**config.mk**
```make
export PLATFORM = sky130hd
export DESIGN_NAME = control_multicycle_32_flat
export DESIGN_NICKNAME = d
export VERILOG_FILES = /design/src/rtl/control_multicycle_32_if.sv /design/src/rtl/control_multicycle_32.sv /design/src/flat_wrapper.sv
export SDC_FILE = /design/constraint.sdc
export NUM_CORES = 1
export LEC_CHECK = 0
export CORE_UTILIZATION = 53
export CTS_CLUSTER_DIAMETER = 200
export CTS_CLUSTER_SIZE = 20
export DETAILED_ROUTE_END_ITERATION = 6
export PLACE_DENSITY = 0.89
export SETUP_SLACK_MARGIN = 0.5
export SLEW_MARGIN = 20
export SYNTH_ARGS = -nofsm -noshare
export SYNTH_HDL_FRONTEND = slang
export SYNTH_SLANG_ARGS = --single-unit
export TNS_END_PERCENT = 30
```
**constraint.sdc**
```tcl
create_clock -name clk -period 3.59 [get_ports clk]
set_input_delay 0.8975 -clock clk [delete_from_list [all_inputs] [get_ports clk]]
set_output_delay 0.8975 -clock clk [all_outputs]
set_load 0.05 [all_outputs]
```
**src/rtl/control_multicycle_32_if.sv**
```systemverilog
// Bundles the instruction-register, memory handshake and datapath strobe signals of the multi-cycle MIPS controller.
// No logic or latency of its own; purely a signal bundle.
// The controller uses the slave view; the datapath and memory side use the master view.
interface control_multicycle_32_if #(
  parameter int CNT_W = 32
);
  logic [5:0]       opcode;
  logic [5:0]       funct;
  logic             mem_ready;
  logic             zero;
  logic             pc_write;
  logic             ir_write;
  logic             iord;
  logic             mem_read;
  logic             mem_write;
  logic [1:0]       mem_toreg;
  logic [1:0]       reg_dst;
  logic             reg_write;
  logic             alu_src_a;
  logic [1:0]       alu_src_b;
  logic [1:0]       alu_op;
  logic [1:0]       pc_source;
  logic [3:0]       state;
  logic             instr_done;
  logic [CNT_W-1:0] retired;
  logic             err_illegal_opcode;
  logic             err_mem_timeout;

  modport master (
    output opcode, funct, mem_ready, zero,
    input  pc_write, ir_write, iord, mem_read, mem_write, mem_toreg, reg_dst,
           reg_write, alu_src_a, alu_src_b, alu_op, pc_source, state,
           instr_done, retired, err_illegal_opcode, err_mem_timeout
  );

  modport slave (
    input  opcode, funct, mem_ready, zero,
    output pc_write, ir_write, iord, mem_read, mem_write, mem_toreg, reg_dst,
           reg_write, alu_src_a, alu_src_b, alu_op, pc_source, state,
           instr_done, retired, err_illegal_opcode, err_mem_timeout
  );
endinterface

```
**src/rtl/control_multicycle_32.sv**
```systemverilog
// Multi-cycle MIPS control FSM: sequences fetch/decode/execute/memory/writeback, with memory timeout trap and retire counter.
// Per instruction (mem_ready on first try): lw 5 cycles; sw, R-type, addi 4; beq, bne, j, jal, jr 3.
// Memory states stall on mem_ready low; after TIMEOUT stalled cycles the FSM traps until rst.
module control_multicycle_32 #(
  parameter int TIMEOUT = 15,
  parameter int CNT_W   = 32
) (
  input  logic                    clk,
  input  logic                    rst,
  control_multicycle_32_if.slave  ctrl_if
);

  typedef enum logic [3:0] {
    S_FETCH   = 4'd0,
    S_DECODE  = 4'd1,
    S_MEMADDR = 4'd2,
    S_MEMRD   = 4'd3,
    S_MEMWB   = 4'd4,
    S_MEMWR   = 4'd5,
    S_EXEC    = 4'd6,
    S_ALUWB   = 4'd7,
    S_BRANCH  = 4'd8,
    S_JUMP    = 4'd9,
    S_JAL     = 4'd10,
    S_ADDIEX  = 4'd11,
    S_ADDIWB  = 4'd12,
    S_TRAP    = 4'd15
  } state_t;

  localparam logic [5:0] OP_RTYPE = 6'b000000;
  localparam logic [5:0] OP_J     = 6'b000010;
  localparam logic [5:0] OP_JAL   = 6'b000011;
  localparam logic [5:0] OP_BEQ   = 6'b000100;
  localparam logic [5:0] OP_BNE   = 6'b000101;
  localparam logic [5:0] OP_ADDI  = 6'b001000;
  localparam logic [5:0] OP_LW    = 6'b100011;
  localparam logic [5:0] OP_SW    = 6'b101011;
  localparam logic [5:0] FN_JR    = 6'b001000;

  // The wait counter holds the number of stalled cycles already spent; the
  // stall that would bring it to TIMEOUT is the one that traps.
  localparam logic [7:0] WAIT_LAST = 8'(TIMEOUT - 1);

  state_t           state_q, state_d;
  logic [7:0]       wait_q, wait_d;
  logic [CNT_W-1:0] retired_q;
  logic             err_illegal_q, err_timeout_q;
  logic             set_illegal, set_timeout;
  logic             in_mem_state;

  logic pc_write_raw, ir_write_raw, mem_read_raw, mem_write_raw;
  logic reg_write_raw, instr_done_raw;
  logic iord, alu_src_a;
  logic [1:0] mem_toreg, reg_dst, alu_src_b, alu_op, pc_source;

  assign in_mem_state = (state_q == S_FETCH) || (state_q == S_MEMRD) || (state_q == S_MEMWR);

  // Next-state, wait counter and error-set decisions.
  always_comb begin
    state_d     = state_q;
    wait_d      = 8'd0;
    set_illegal = 1'b0;
    set_timeout = 1'b0;
    case (state_q)
      S_FETCH:   if (ctrl_if.mem_ready) state_d = S_DECODE;
      S_DECODE: begin
        case (ctrl_if.opcode)
          OP_LW, OP_SW:    state_d = S_MEMADDR;
          OP_RTYPE:        state_d = S_EXEC;
          OP_ADDI:         state_d = S_ADDIEX;
          OP_BEQ, OP_BNE:  state_d = S_BRANCH;
          OP_J:            state_d = S_JUMP;
          OP_JAL:          state_d = S_JAL;
          default: begin
            state_d     = S_TRAP;
            set_illegal = 1'b1;
          end
        endcase
      end
      S_MEMADDR: state_d = (ctrl_if.opcode == OP_SW) ? S_MEMWR : S_MEMRD;
      S_MEMRD:   if (ctrl_if.mem_ready) state_d = S_MEMWB;
      S_MEMWB:   state_d = S_FETCH;
      S_MEMWR:   if (ctrl_if.mem_ready) state_d = S_FETCH;
      S_EXEC:    state_d = (ctrl_if.funct == FN_JR) ? S_FETCH : S_ALUWB;
      S_ALUWB:   state_d = S_FETCH;
      S_BRANCH:  state_d = S_FETCH;
      S_JUMP:    state_d = S_FETCH;
      S_JAL:     state_d = S_FETCH;
      S_ADDIEX:  state_d = S_ADDIWB;
      S_ADDIWB:  state_d = S_FETCH;
      S_TRAP:    state_d = S_TRAP;
      default:   state_d = S_TRAP;
    endcase
    // A stalled memory state either counts one more wait cycle or traps;
    // every other path leaves wait_d at zero, which clears it on entry.
    if (in_mem_state && !ctrl_if.mem_ready) begin
      if (wait_q == WAIT_LAST) begin
        state_d     = S_TRAP;
        set_timeout = 1'b1;
      end else begin
        wait_d = wait_q + 8'd1;
      end
    end
  end

  // Moore datapath controls decoded from state, plus the qualified strobes.
  always_comb begin
    pc_write_raw   = 1'b0;
    ir_write_raw   = 1'b0;
    mem_read_raw   = 1'b0;
    mem_write_raw  = 1'b0;
    reg_write_raw  = 1'b0;
    instr_done_raw = 1'b0;
    iord           = 1'b0;
    alu_src_a      = 1'b0;
    mem_toreg      = 2'b00;
    reg_dst        = 2'b00;
    alu_src_b      = 2'b00;
    alu_op         = 2'b00;
    pc_source      = 2'b00;
    case (state_q)
      S_FETCH: begin
        mem_read_raw = 1'b1;
        alu_src_b    = 2'b01;
        ir_write_raw = ctrl_if.mem_ready;
        pc_write_raw = ctrl_if.mem_ready;
      end
      S_DECODE:  alu_src_b = 2'b11;
      S_MEMADDR: begin
        alu_src_a = 1'b1;
        alu_src_b = 2'b10;
      end
      S_MEMRD: begin
        mem_read_raw = 1'b1;
        iord         = 1'b1;
      end
      S_MEMWB: begin
        reg_write_raw  = 1'b1;
        mem_toreg      = 2'b01;
        instr_done_raw = 1'b1;
      end
      S_MEMWR: begin
        mem_write_raw  = 1'b1;
        iord           = 1'b1;
        instr_done_raw = ctrl_if.mem_ready;
      end
      S_EXEC: begin
        alu_src_a = 1'b1;
        alu_op    = 2'b10;
        if (ctrl_if.funct == FN_JR) begin
          pc_write_raw   = 1'b1;
          pc_source      = 2'b11;
          instr_done_raw = 1'b1;
        end
      end
      S_ALUWB: begin
        reg_write_raw  = 1'b1;
        reg_dst        = 2'b01;
        instr_done_raw = 1'b1;
      end
      S_BRANCH: begin
        alu_src_a      = 1'b1;
        alu_op         = 2'b01;
        pc_source      = 2'b01;
        // opcode[0] distinguishes bne from beq, inverting the zero test.
        pc_write_raw   = ctrl_if.zero ^ ctrl_if.opcode[0];
        instr_done_raw = 1'b1;
      end
      S_JUMP: begin
        pc_write_raw   = 1'b1;
        pc_source      = 2'b10;
        instr_done_raw = 1'b1;
      end
      S_JAL: begin
        pc_write_raw   = 1'b1;
        pc_source      = 2'b10;
        reg_write_raw  = 1'b1;
        reg_dst        = 2'b10;
        mem_toreg      = 2'b10;
        instr_done_raw = 1'b1;
      end
      S_ADDIEX: begin
        alu_src_a = 1'b1;
        alu_src_b = 2'b10;
      end
      S_ADDIWB: begin
        reg_write_raw  = 1'b1;
        instr_done_raw = 1'b1;
      end
      default: begin
        // TRAP and unused codes: no strobes, every mux parked at all-ones.
        iord      = 1'b1;
        alu_src_a = 1'b1;
        mem_toreg = 2'b11;
        reg_dst   = 2'b11;
        alu_src_b = 2'b11;
        alu_op    = 2'b11;
        pc_source = 2'b11;
      end
    endcase
  end

  // State register and wait counter.
  always_ff @(posedge clk) begin
    if (rst) begin
      state_q <= S_FETCH;
      wait_q  <= 8'd0;
    end else begin
      state_q <= state_d;
      wait_q  <= wait_d;
    end
  end

  // Retired-instruction counter and sticky error flags.
  always_ff @(posedge clk) begin
    if (rst) begin
      retired_q     <= '0;
      err_illegal_q <= 1'b0;
      err_timeout_q <= 1'b0;
    end else begin
      if (instr_done_raw) retired_q <= retired_q + CNT_W'(1);
      if (set_illegal)    err_illegal_q <= 1'b1;
      if (set_timeout)    err_timeout_q <= 1'b1;
    end
  end

  // Strobes are suppressed while rst is high so an abandoned instruction writes nothing.
  assign ctrl_if.pc_write           = pc_write_raw & ~rst;
  assign ctrl_if.ir_write           = ir_write_raw & ~rst;
  assign ctrl_if.mem_read           = mem_read_raw & ~rst;
  assign ctrl_if.mem_write          = mem_write_raw & ~rst;
  assign ctrl_if.reg_write          = reg_write_raw & ~rst;
  assign ctrl_if.instr_done         = instr_done_raw & ~rst;
  assign ctrl_if.iord               = iord;
  assign ctrl_if.alu_src_a          = alu_src_a;
  assign ctrl_if.mem_toreg          = mem_toreg;
  assign ctrl_if.reg_dst            = reg_dst;
  assign ctrl_if.alu_src_b          = alu_src_b;
  assign ctrl_if.alu_op             = alu_op;
  assign ctrl_if.pc_source          = pc_source;
  assign ctrl_if.state              = state_q;
  assign ctrl_if.retired            = retired_q;
  assign ctrl_if.err_illegal_opcode = err_illegal_q;
  assign ctrl_if.err_mem_timeout    = err_timeout_q;

endmodule

```
**src/flat_wrapper.sv**
```systemverilog
// flat-port wrapper written by rule: the top's interface ports become plain ports
module control_multicycle_32_flat 
#(
  parameter int TIMEOUT = 15,
  parameter int CNT_W   = 32
)
  (clk, rst, ctrl_if_opcode, ctrl_if_funct, ctrl_if_mem_ready, ctrl_if_zero, ctrl_if_pc_write, ctrl_if_ir_write, ctrl_if_iord, ctrl_if_mem_read, ctrl_if_mem_write, ctrl_if_mem_toreg, ctrl_if_reg_dst, ctrl_if_reg_write, ctrl_if_alu_src_a, ctrl_if_alu_src_b, ctrl_if_alu_op, ctrl_if_pc_source, ctrl_if_state, ctrl_if_instr_done, ctrl_if_retired, ctrl_if_err_illegal_opcode, ctrl_if_err_mem_timeout);
  control_multicycle_32_if #(.CNT_W(CNT_W)) ctrl_if_i ();
  input  logic clk;
  input  logic rst;
  input wire logic [$bits(ctrl_if_i.opcode)-1:0] ctrl_if_opcode;
  input wire logic [$bits(ctrl_if_i.funct)-1:0] ctrl_if_funct;
  input wire logic [$bits(ctrl_if_i.mem_ready)-1:0] ctrl_if_mem_ready;
  input wire logic [$bits(ctrl_if_i.zero)-1:0] ctrl_if_zero;
  output wire logic [$bits(ctrl_if_i.pc_write)-1:0] ctrl_if_pc_write;
  output wire logic [$bits(ctrl_if_i.ir_write)-1:0] ctrl_if_ir_write;
  output wire logic [$bits(ctrl_if_i.iord)-1:0] ctrl_if_iord;
  output wire logic [$bits(ctrl_if_i.mem_read)-1:0] ctrl_if_mem_read;
  output wire logic [$bits(ctrl_if_i.mem_write)-1:0] ctrl_if_mem_write;
  output wire logic [$bits(ctrl_if_i.mem_toreg)-1:0] ctrl_if_mem_toreg;
  output wire logic [$bits(ctrl_if_i.reg_dst)-1:0] ctrl_if_reg_dst;
  output wire logic [$bits(ctrl_if_i.reg_write)-1:0] ctrl_if_reg_write;
  output wire logic [$bits(ctrl_if_i.alu_src_a)-1:0] ctrl_if_alu_src_a;
  output wire logic [$bits(ctrl_if_i.alu_src_b)-1:0] ctrl_if_alu_src_b;
  output wire logic [$bits(ctrl_if_i.alu_op)-1:0] ctrl_if_alu_op;
  output wire logic [$bits(ctrl_if_i.pc_source)-1:0] ctrl_if_pc_source;
  output wire logic [$bits(ctrl_if_i.state)-1:0] ctrl_if_state;
  output wire logic [$bits(ctrl_if_i.instr_done)-1:0] ctrl_if_instr_done;
  output wire logic [$bits(ctrl_if_i.retired)-1:0] ctrl_if_retired;
  output wire logic [$bits(ctrl_if_i.err_illegal_opcode)-1:0] ctrl_if_err_illegal_opcode;
  output wire logic [$bits(ctrl_if_i.err_mem_timeout)-1:0] ctrl_if_err_mem_timeout;
  assign ctrl_if_i.opcode = ctrl_if_opcode;
  assign ctrl_if_i.funct = ctrl_if_funct;
  assign ctrl_if_i.mem_ready = ctrl_if_mem_ready;
  assign ctrl_if_i.zero = ctrl_if_zero;
  assign ctrl_if_pc_write = ctrl_if_i.pc_write;
  assign ctrl_if_ir_write = ctrl_if_i.ir_write;
  assign ctrl_if_iord = ctrl_if_i.iord;
  assign ctrl_if_mem_read = ctrl_if_i.mem_read;
  assign ctrl_if_mem_write = ctrl_if_i.mem_write;
  assign ctrl_if_mem_toreg = ctrl_if_i.mem_toreg;
  assign ctrl_if_reg_dst = ctrl_if_i.reg_dst;
  assign ctrl_if_reg_write = ctrl_if_i.reg_write;
  assign ctrl_if_alu_src_a = ctrl_if_i.alu_src_a;
  assign ctrl_if_alu_src_b = ctrl_if_i.alu_src_b;
  assign ctrl_if_alu_op = ctrl_if_i.alu_op;
  assign ctrl_if_pc_source = ctrl_if_i.pc_source;
  assign ctrl_if_state = ctrl_if_i.state;
  assign ctrl_if_instr_done = ctrl_if_i.instr_done;
  assign ctrl_if_retired = ctrl_if_i.retired;
  assign ctrl_if_err_illegal_opcode = ctrl_if_i.err_illegal_opcode;
  assign ctrl_if_err_mem_timeout = ctrl_if_i.err_mem_timeout;
  control_multicycle_32 #(.TIMEOUT(TIMEOUT), .CNT_W(CNT_W)) u_core (.clk(clk), .rst(rst), .ctrl_if(ctrl_if_i));
endmodule
```
==> results of run 1 <==
==> sequential cells by signal, summed over array words and instances (netlist names) <==
name,cells
u_core.ctrl_if.state,4
u_core.wait_q,8
u_core.ctrl_if.err_illegal_opcode,1
u_core.ctrl_if.err_mem_timeout,1
u_core.ctrl_if.retired,32
==> cell usage after synthesis, types with 2 or more instances <==
master,number,area share [%]
o21ai_0,19,3.4
buf_1,2,0.27
inv_1,12,1.6
o22ai_1,3,0.67
xor2_1,8,2.5
or4_1,13,3.5
buf_2,2,0.35
clkbuf_1,14,1.9
dfxtp_1,46,33
and4_1,2,0.62
or3_1,15,3.3
nand3_1,13,2.3
a211o_1,2,0.62
o211ai_1,3,0.80
ha_1,3,1.3
a21oi_1,38,6.7
nor2b_1,5,1.1
a21boi_0,4,1.1
o31ai_1,13,3.5
nand4_1,8,1.8
a211oi_1,3,0.80
nor3_1,8,1.4
a31oi_1,3,0.67
or2_2,2,0.44
nor2_1,35,4.7
nor4b_1,4,1.2
o21ai_1,4,0.71
nand2b_1,6,1.3
and2_1,4,0.89
buf_6,5,2.0
o31ai_2,2,0.89
xnor2_1,5,1.6
nand2_1,19,2.5
and3_1,3,0.67
==> per-layer routing <==
layer | GRT usage (%) | share of wire, % | vias to the layer above
li1 | - | - | 1431
met1 | 32.3 | 41 | 1353
met2 | 45.2 | 50 | 122
met3 | 4.42 | 6.4 | 17
met4 | 9.64 | 1.8 | 0
met5 | 0 | 0 | -
==> path summary, 6_finish.rpt <==
kind / start / to / depth (start not counted)
worst min-delay path: u_core.ctrl_if.err_illegal_opcode / u_core.ctrl_if.err_illegal_opcode / 2
worst max-delay path: rst / ctrl_if_mem_read / 3
worst min register to register: u_core.ctrl_if.err_illegal_opcode / u_core.ctrl_if.err_illegal_opcode / 2
worst max register to register: u_core.ctrl_if.state[3] / u_core.ctrl_if.retired[7] / 9
==> metrics by stage <==
stage / worst slack, ps / utilization (%)
floorplan: 54.7 / -
global placement: 261 / 71.2
detailed placement: 191 / 71.2
CTS: 347 / 74.1
global route: 410 / 74.5
finish: 467 / 74.5
==> repair_timing <==
item | CTS | global route
resized for setup | 18 | 5
setup buffers | 1 | 0
cloned | 0 | 0
pin swaps | 4 | 5
endpoints found under the setup margin | 19 | 11
==> report_power, final <==
| part | switching, W | internal [W] |
|---|---|---|
| clock | 0.000177 | 0.000177 |
| sequential | 0.0000819 | 0.000542 |
| combinational | 0.000575 | 0.000357 |
| total | 0.000833 | 0.00108 |
==> cells by family after synthesis <==
family          after synthesis  share of synthesized area (%)
compound gates              106                           24.7
xor+xnor                     13                           4.04
fa+ha+maj                     4                           1.69
buf+inv                      37                           6.47
flops                        46                           32.6
mux                           2                          0.754
simple gates                147                           29.7
==> worst min-delay path, stage by stage (launching register included) <==
cell and delay [ps]:
dfxtp_1 330, inv_1 50, a21oi_1 50
==> cell type report <==
type,count,share of cell area [%]
multi-input combinational,272,47.1
timing repair buffer,80,22.2
tap,70,2.30
clock inverter,1,0.230
clock buffer,7,2.53
sequential,46,24.3
inverter,13,1.28
==> flow_summary.toml, run 1 <==
[critical_path]
crit_chain = "clkdlybuf4s50_1 > nor4b_2 > buf_12"
cp-start-kind = "input port"
path_max_fanout = 7
critPathRequiredTime_ps = 2690
crit_family = "buffers and inverters"
end_kind = "output pin"
critical_path.max_stage_delay_ps = 630
critPathSlowestCell = "clkdlybuf4s50_1"
crit_type = "input port to output pin"
worst_ep_arrival_time_ps = 2230
critPathBufInv = 2
r2r_slack_ps = 1040

[logic_synthesis]
ys_async_sr_fraction_pct = 0
synthCells = 355
syn_area_um2 = 2820
yosysSeqAreaShare_pct = 32.6
yosys_warnings = 0
postSynthAreaPerCell_um2 = 7.95
synth_cell_type_count = 61
synthFlopType = "dfxtp_1"
yosys_register_bits = 46
syn-num-nets = 374
synth_edf_count = 0

[cells_and_area]
area.sequential_um2 = 925
drive_above_1_share_pct = 11.5
n_antenna_cell = 0
final_cells = 489
multi_input_area_um2 = 1790
areaGrowthSynthToFinish_pct = 34.9
nNetsFinal = 437
nFillCells = 394
final_cell_mix = "clkdlybuf4s50_1 (52), dfxtp_1 (43), a21oi_1 (38)"
stdcell_area_um2 = 3810
final_common_cell = "clkdlybuf4s50_1"

[min_path]
hold_class = "flop to flop"

[grt]
grt_antenna_before_repair = 0
grt_pass1_wl_mm = 11.4
grt_util_all_layers_pct = 26.0
grt_pass1_vias = 2648
grt_overflow = 0
grt_max_degree = 41

[sta]
worst_pin_slew_ps = 863
drv_slew = 0
setup_viol = 0
period_needed_ps = 3120
fmax_mhz = 320
period_share_pct = 87.0
skew_ps = 11.2
hold_ws_ps = 473
rsz0062_at_grt = "yes"
finalSetupTns_ps = 0
hold_viol_final = 0
slew_headroom_pct = 42.1

[place]
gp_congestion = 0.922
place_inst = 480
dpl.hpwl_mm = 5.26
placed_area_um2 = 3640
port_buffers = 71

[die]
io_pins = 72
rows = 26
dieArea_um2 = 5620
die_h_um = 75.0
start_util_pct = 55.2
die_x_um = 75.0
core_area_um2 = 5110

[routing]
via_per_inst = 5.98
num_vias = 2923
drtIter0Drc = 198
ant_nets = 0
wl_per_cell_um = 15.0
first_pass_iters = 5
drcViolationCount = 0
wirelength_mm = 7.32

[clock_tree]
cts_buffers = 5
cts-root-buf = "clkbuf_8"
clock_latency_ps = 300
cts_tree = "built"
ctsHtreeMaxLevel = 2
clk_pin_slew_ps = 80
holdBufCountCts = 0
clock_sinks = 46
clock_path_buffers = 2

[flow_run]
max_cap_violations = 0

[outcome]
status = "completed"

[power]
p_leak_nw = 1.31
total_power_w = 0.00191
p_per_area_nw_per_um2 = 502
ir_drop_mv = 0.493
Power figures use the tool's default switching activity.
==> run 2: changes to the inputs <==
--- a/config.mk
+++ b/config.mk
@@ -5,11 +5,12 @@
 export SDC_FILE = /design/constraint.sdc
 export NUM_CORES = 1
 export LEC_CHECK = 0
-export CORE_UTILIZATION = 53
+export CORE_ASPECT_RATIO = 1.2
+export CORE_UTILIZATION = 49
 export CTS_CLUSTER_DIAMETER = 200
-export CTS_CLUSTER_SIZE = 20
+export CTS_CLUSTER_SIZE = 30
 export DETAILED_ROUTE_END_ITERATION = 6
-export PLACE_DENSITY = 0.89
+export PLACE_DENSITY = 0.83
 export SETUP_SLACK_MARGIN = 0.5
 export SLEW_MARGIN = 20
 export SYNTH_ARGS = -nofsm -noshare
==> constraint.sdc (replaced) <==
create_clock -name clk -period 3.5 [get_ports clk]
set_input_delay 0.875 -clock clk [delete_from_list [all_inputs] [get_ports clk]]
set_output_delay 0.875 -clock clk [all_outputs]
set_load 0.05 [all_outputs]
==> flow_summary.toml, run 2 (same netlist as run 1, synthesis figures left out) <==
[outcome]
status = "finished, violations left"
failed_checks = "DRC"

[grt]
grt_max_degree = 32
grt_pass1_vias = 2591
grt_antenna_before_repair = 0
grt_overflow = 0
grt_util_all_layers_pct = 23.3
grt_pass1_wl_mm = 11.6

[power]
p_leak_nw = 1.33
ir_drop_mv = 0.375
p_per_area_nw_per_um2 = 526

[cells_and_area]
nFillCells = 430
drive_above_1_share_pct = 13.4
nNetsFinal = 443
largest_reg_flops = 32
area.sequential_um2 = 923
finish.utilization_pct = 71.3
n_antenna_cell = 0
areaGrowthSynthToFinish_pct = 36.7
multi_input_area_um2 = 1820
final_cell_mix = "clkdlybuf4s50_1 (51), dfxtp_1 (44), a21oi_1 (38)"
final_common_cell = "clkdlybuf4s50_1"

[routing]
drcViolationCount = 6
ant_nets = 0
wl_per_cell_um = 14.4
first_pass_iters = 7
via_per_inst = 5.96
drtIter0Drc = 130
num_vias = 2904
wirelength_mm = 7.02

[sta]
skew_ps = 10.8
finalSetupTns_ps = 0
period_share_pct = 88.4
drv_slew = 0
period_needed_ps = 3090
worst_pin_slew_ps = 857
rsz0062_at_grt = "yes"
setup_viol = 0
fmax_mhz = 323
slew_headroom_pct = 42.5
hold_viol_final = 0

[critical_path]
path_max_fanout = 10
critPathBufInv = 2
r2r-start = "u_core.ctrl_if.state[3]"
r2r_end = "u_core.ctrl_if.retired[20]"
critical_path.max_stage_delay_ps = 630
critPathSlowestCell = "clkdlybuf4s50_1"
critPathRequiredTime_ps = 2620
crit_end = "ctrl_if_mem_write"
reg2regPathDepth = 8
crit_chain = "clkdlybuf4s50_1 > nor3b_1 > buf_12"
startpoint = "rst"
crit_type = "input port to output pin"
worst-path-stages = 3
crit_family = "buffers and inverters"
cp-start-kind = "input port"
worst_ep_arrival_time_ps = 2220
end_kind = "output pin"
r2r_slack_ps = 880

[flow_run]
max_cap_violations = 0

[place]
port_buffers = 71
dpl.hpwl_mm = 4.96
gp_congestion = 0.847

[clock_tree]
holdBufCountCts = 0
ctsHtreeMaxLevel = 2
cts_tree = "built"
clock_path_buffers = 2
clk_pin_slew_ps = 90
cts-root-buf = "clkbuf_8"
clock_latency_ps = 300
cts_buffers = 5
clock_sinks = 46

[die]
die_x_um = 71.3
io_pins = 72
die_h_um = 85.1
rows = 29
start_util_pct = 52.2
dieArea_um2 = 6070
core_area_um2 = 5410

[min_path]
hold_class = "flop to flop"
run 2: cell count changes in the layout (fill, tap and decap cells not counted), sizes merged:
cell | previous run | this run
clkdlybuf4s50 | 52 | 51
buf | 17 | 25
bufinv | 0 | 1
clkbuf | 7 | 5
dlymetal6s2s | 4 | 2
inv | 12 | 13
clkdlybuf4s15 | 0 | 1
run 2: worst min path at each step:
stage,start,cells after the start,slack [ps],endpoint
2_1_floorplan,u_core.wait_q[0],1,440,u_core.wait_q[0]
3_3_place_gp,u_core.ctrl_if.err_illegal_opcode,2,450,u_core.ctrl_if.err_illegal_opcode
3_5_place_dp,u_core.ctrl_if.err_illegal_opcode,2,440,u_core.ctrl_if.err_illegal_opcode
4_1_cts,u_core.ctrl_if.err_illegal_opcode,2,460,u_core.ctrl_if.err_illegal_opcode
5_1_grt,u_core.ctrl_if.err_illegal_opcode,2,490,u_core.ctrl_if.err_illegal_opcode
6_report,u_core.ctrl_if.err_illegal_opcode,2,460,u_core.ctrl_if.err_illegal_opcode
run 2: layout make-up:
class	instances	area share [%]
clock buffer	5	1.78
clock inverter	3	1.14
inverter	13	1.27
multi-input combinational	272	47.1
sequential	46	23.9
tap	62	2.01
timing repair buffer	86	22.8
run 2: worst reg2reg max path: stages, from the launching register on:
cell	delay, ps
dfxtp_1	480
buf_4	200
and4bb_1	250
and3_4	230
buf_4	150
buf_4	150
o31ai_2	750
o21ai_0	220
a21oi_1	150
run 2: power breakdown:
group,internal (W),leakage [nW],switching [W],total [W]
Clock,0.000214,0.0585,0.000190,0.000404
Sequential,0.000556,0.372,0.0000762,0.000632
Combinational,0.000385,0.902,0.000608,0.000992
Total,0.00115,1.33,0.000874,0.00203
run 2: timing repair:
action                     4_1_cts  5_1_grt
setup endpoints to repair       19       13
buffers inserted                 2        0
pin swaps                        8        1
gates resized for setup         28        5
run 2: stage by stage:
stage	power [W]	instances	hold WS, ps	cell area (um^2)	setup WS (ps)
final	0.00203	487	460	3860	405
after detailed placement	0.00159	477	439	3670	73.6
after global routing	0.00211	487	490	3860	330
after CTS	0.00200	487	463	3820	346
after global placement	0.00158	477	447	3670	130
after floorplan	0.00129	355	441	2850	45.9
run 2: routing by layer:
metal	track usage [%]	share of wire [%]
met2	42.6	51
met3	3.33	3.8
met4	7.27	1.3
met1	27.9	44
met5	0	0
==> run 3: changes to the inputs <==
--- a/config.mk
+++ b/config.mk
@@ -10,7 +10,7 @@
 export CTS_CLUSTER_DIAMETER = 200
 export CTS_CLUSTER_SIZE = 30
 export DETAILED_ROUTE_END_ITERATION = 6
-export PLACE_DENSITY = 0.83
+export PLACE_DENSITY = 0.8
 export SETUP_SLACK_MARGIN = 0.5
 export SLEW_MARGIN = 20
 export SYNTH_ARGS = -nofsm -noshare
==> flow_summary.toml, run 3 (same netlist as run 1, synthesis figures left out) <==
[outcome]
status = "finished, violations left"
failed_checks = "DRC"

[critical_path]
cp-start-kind = "input port"
critPathRequiredTime_ps = 2620
end_kind = "output pin"
crit_type = "input port to output pin"
path_max_fanout = 8
worst_ep_arrival_time_ps = 2260

[clock_tree]
clk_pin_slew_ps = 90
clock_sinks = 46
holdBufCountCts = 0
cts_tree = "built"
clock_latency_ps = 290
clock_path_buffers = 2
ctsHtreeMaxLevel = 2
cts_buffers = 5
cts-root-buf = "clkbuf_8"

[cells_and_area]
final_common_cell = "clkdlybuf4s50_1"
final_cell_mix = "clkdlybuf4s50_1 (48), dfxtp_1 (44), a21oi_1 (38)"
areaGrowthSynthToFinish_pct = 35.5
drive_above_1_share_pct = 13.2
largest_reg_flops = 32
nNetsFinal = 442
n_antenna_cell = 0

[place]
place_ws_ps = 164
dpl.hpwl_mm = 5.12
port_buffers = 71
gp_congestion = 0.819

[sta]
period_share_pct = 89.6
fmax_mhz = 319
slew_headroom_pct = 44.8
worst_pin_slew_ps = 823
drv_slew = 0
setup_slack_ps = 365
finalSetupTns_ps = 0
setup_viol = 0
skew_ps = 6.02
rsz0062_at_grt = "yes"
hold_viol_final = 0
period_needed_ps = 3130

[power]
p_clk_share_pct = 17.0
switching_share_pct = 44.7
p_per_area_nw_per_um2 = 513
p_sw_w = 0.000875
internal_power_w = 0.00108
p_leak_nw = 1.35
p_comb_share_pct = 50.9
ir_drop_mv = 0.408
power_frac_seq_pct = 32.2

[grt]
grt_overflow = 0
grt_pass1_wl_mm = 11.7
grt_antenna_before_repair = 0
grt_pass1_vias = 2662
grt_max_degree = 27
grt_util_all_layers_pct = 23.4

[routing]
ant_nets = 0
wl_per_cell_um = 14.5
drtIter0Drc = 206
wirelength_mm = 7.03
num_vias = 2877
first_pass_iters = 7
drcViolationCount = 6
via_per_inst = 5.92

[die]
die_x_um = 71.3
die_h_um = 85.1
dieArea_um2 = 6070
core_area_um2 = 5410
rows = 29
start_util_pct = 52.2
io_pins = 72

[flow_run]
max_cap_violations = 0

[min_path]
hold_class = "flop to flop"
run 3: cell types whose count changed in the layout (fill, tap and decap cells not counted):
cell	before	now
nor2_2	0	1
dlymetal6s2s_1	2	4
nor3_2	0	1
clkdlybuf4s50_1	51	48
clkinv_2	1	0
clkinvlp_4	0	2
dlygate4sd2_1	7	8
buf_4	16	15
nor3_4	3	2
bufinv_16	1	0
nor2_4	1	0
run 3: area by class of cell:
cell class / count / area, um^2
inverter: 13 / 48.8
clock buffer: 5 / 68.8
fill: 448 / 1580
tap: 62 / 77.6
sequential: 46 / 923
multi-input combinational: 272 / 1810
clock inverter: 3 / 23.8
timing repair buffer: 85 / 875
run 3: path summary, 6_finish.rpt:
check        slack (ps)                          to  cells past startpoint               startpoint
max                 370            ctrl_if_mem_read                      3                      rst
min                 490            u_core.wait_q[7]                      2         u_core.wait_q[7]
max reg2reg         870  u_core.ctrl_if.retired[17]                      9  u_core.ctrl_if.state[2]
min reg2reg         490            u_core.wait_q[7]                      2         u_core.wait_q[7]
run 3: metal layers:
| metal | GRT usage, % | routed length (um) |
|---|---|---|
| met3 | 2.73 | 223 |
| met2 | 44.4 | 3760 |
| met5 | 0 | 0 |
| met4 | 7.64 | 82 |
| met1 | 26.7 | 2960 |
run 3: stage by stage:
step | cells | hold WS (ps) | power, W | util [%] | instance area [um^2]
CTS | 486 | 479 | 0.00195 | 70.3 | 3800
global route | 486 | 516 | 0.00205 | 70.7 | 3820
global placement | 477 | 449 | 0.00160 | 67.8 | 3670
detailed placement | 477 | 458 | 0.00161 | 67.8 | 3670
finish | 486 | 486 | 0.00196 | 70.7 | 3820
floorplan | 355 | 441 | 0.00129 | - | 2850
run 3: critical path: stages:
cell and delay [ps]:
clkdlybuf4s50_1 620, nor4b_2 560, buf_12 200
run 3: timing repair:
item	CTS	global route
buffers inserted	1	0
setup endpoints to repair	23	14
pin swaps	8	0
gates resized for setup	30	5
run 3: power by group through the flow:
stage	registers, W	logic [W]	clock network, W
global placement	0.000637	0.000958	0
detailed placement	0.000639	0.000970	0
finish	0.000630	0.000997	0.000333
CTS	0.000627	0.000989	0.000337
global route	0.000639	0.00105	0.000358
floorplan	0.000683	0.000604	0
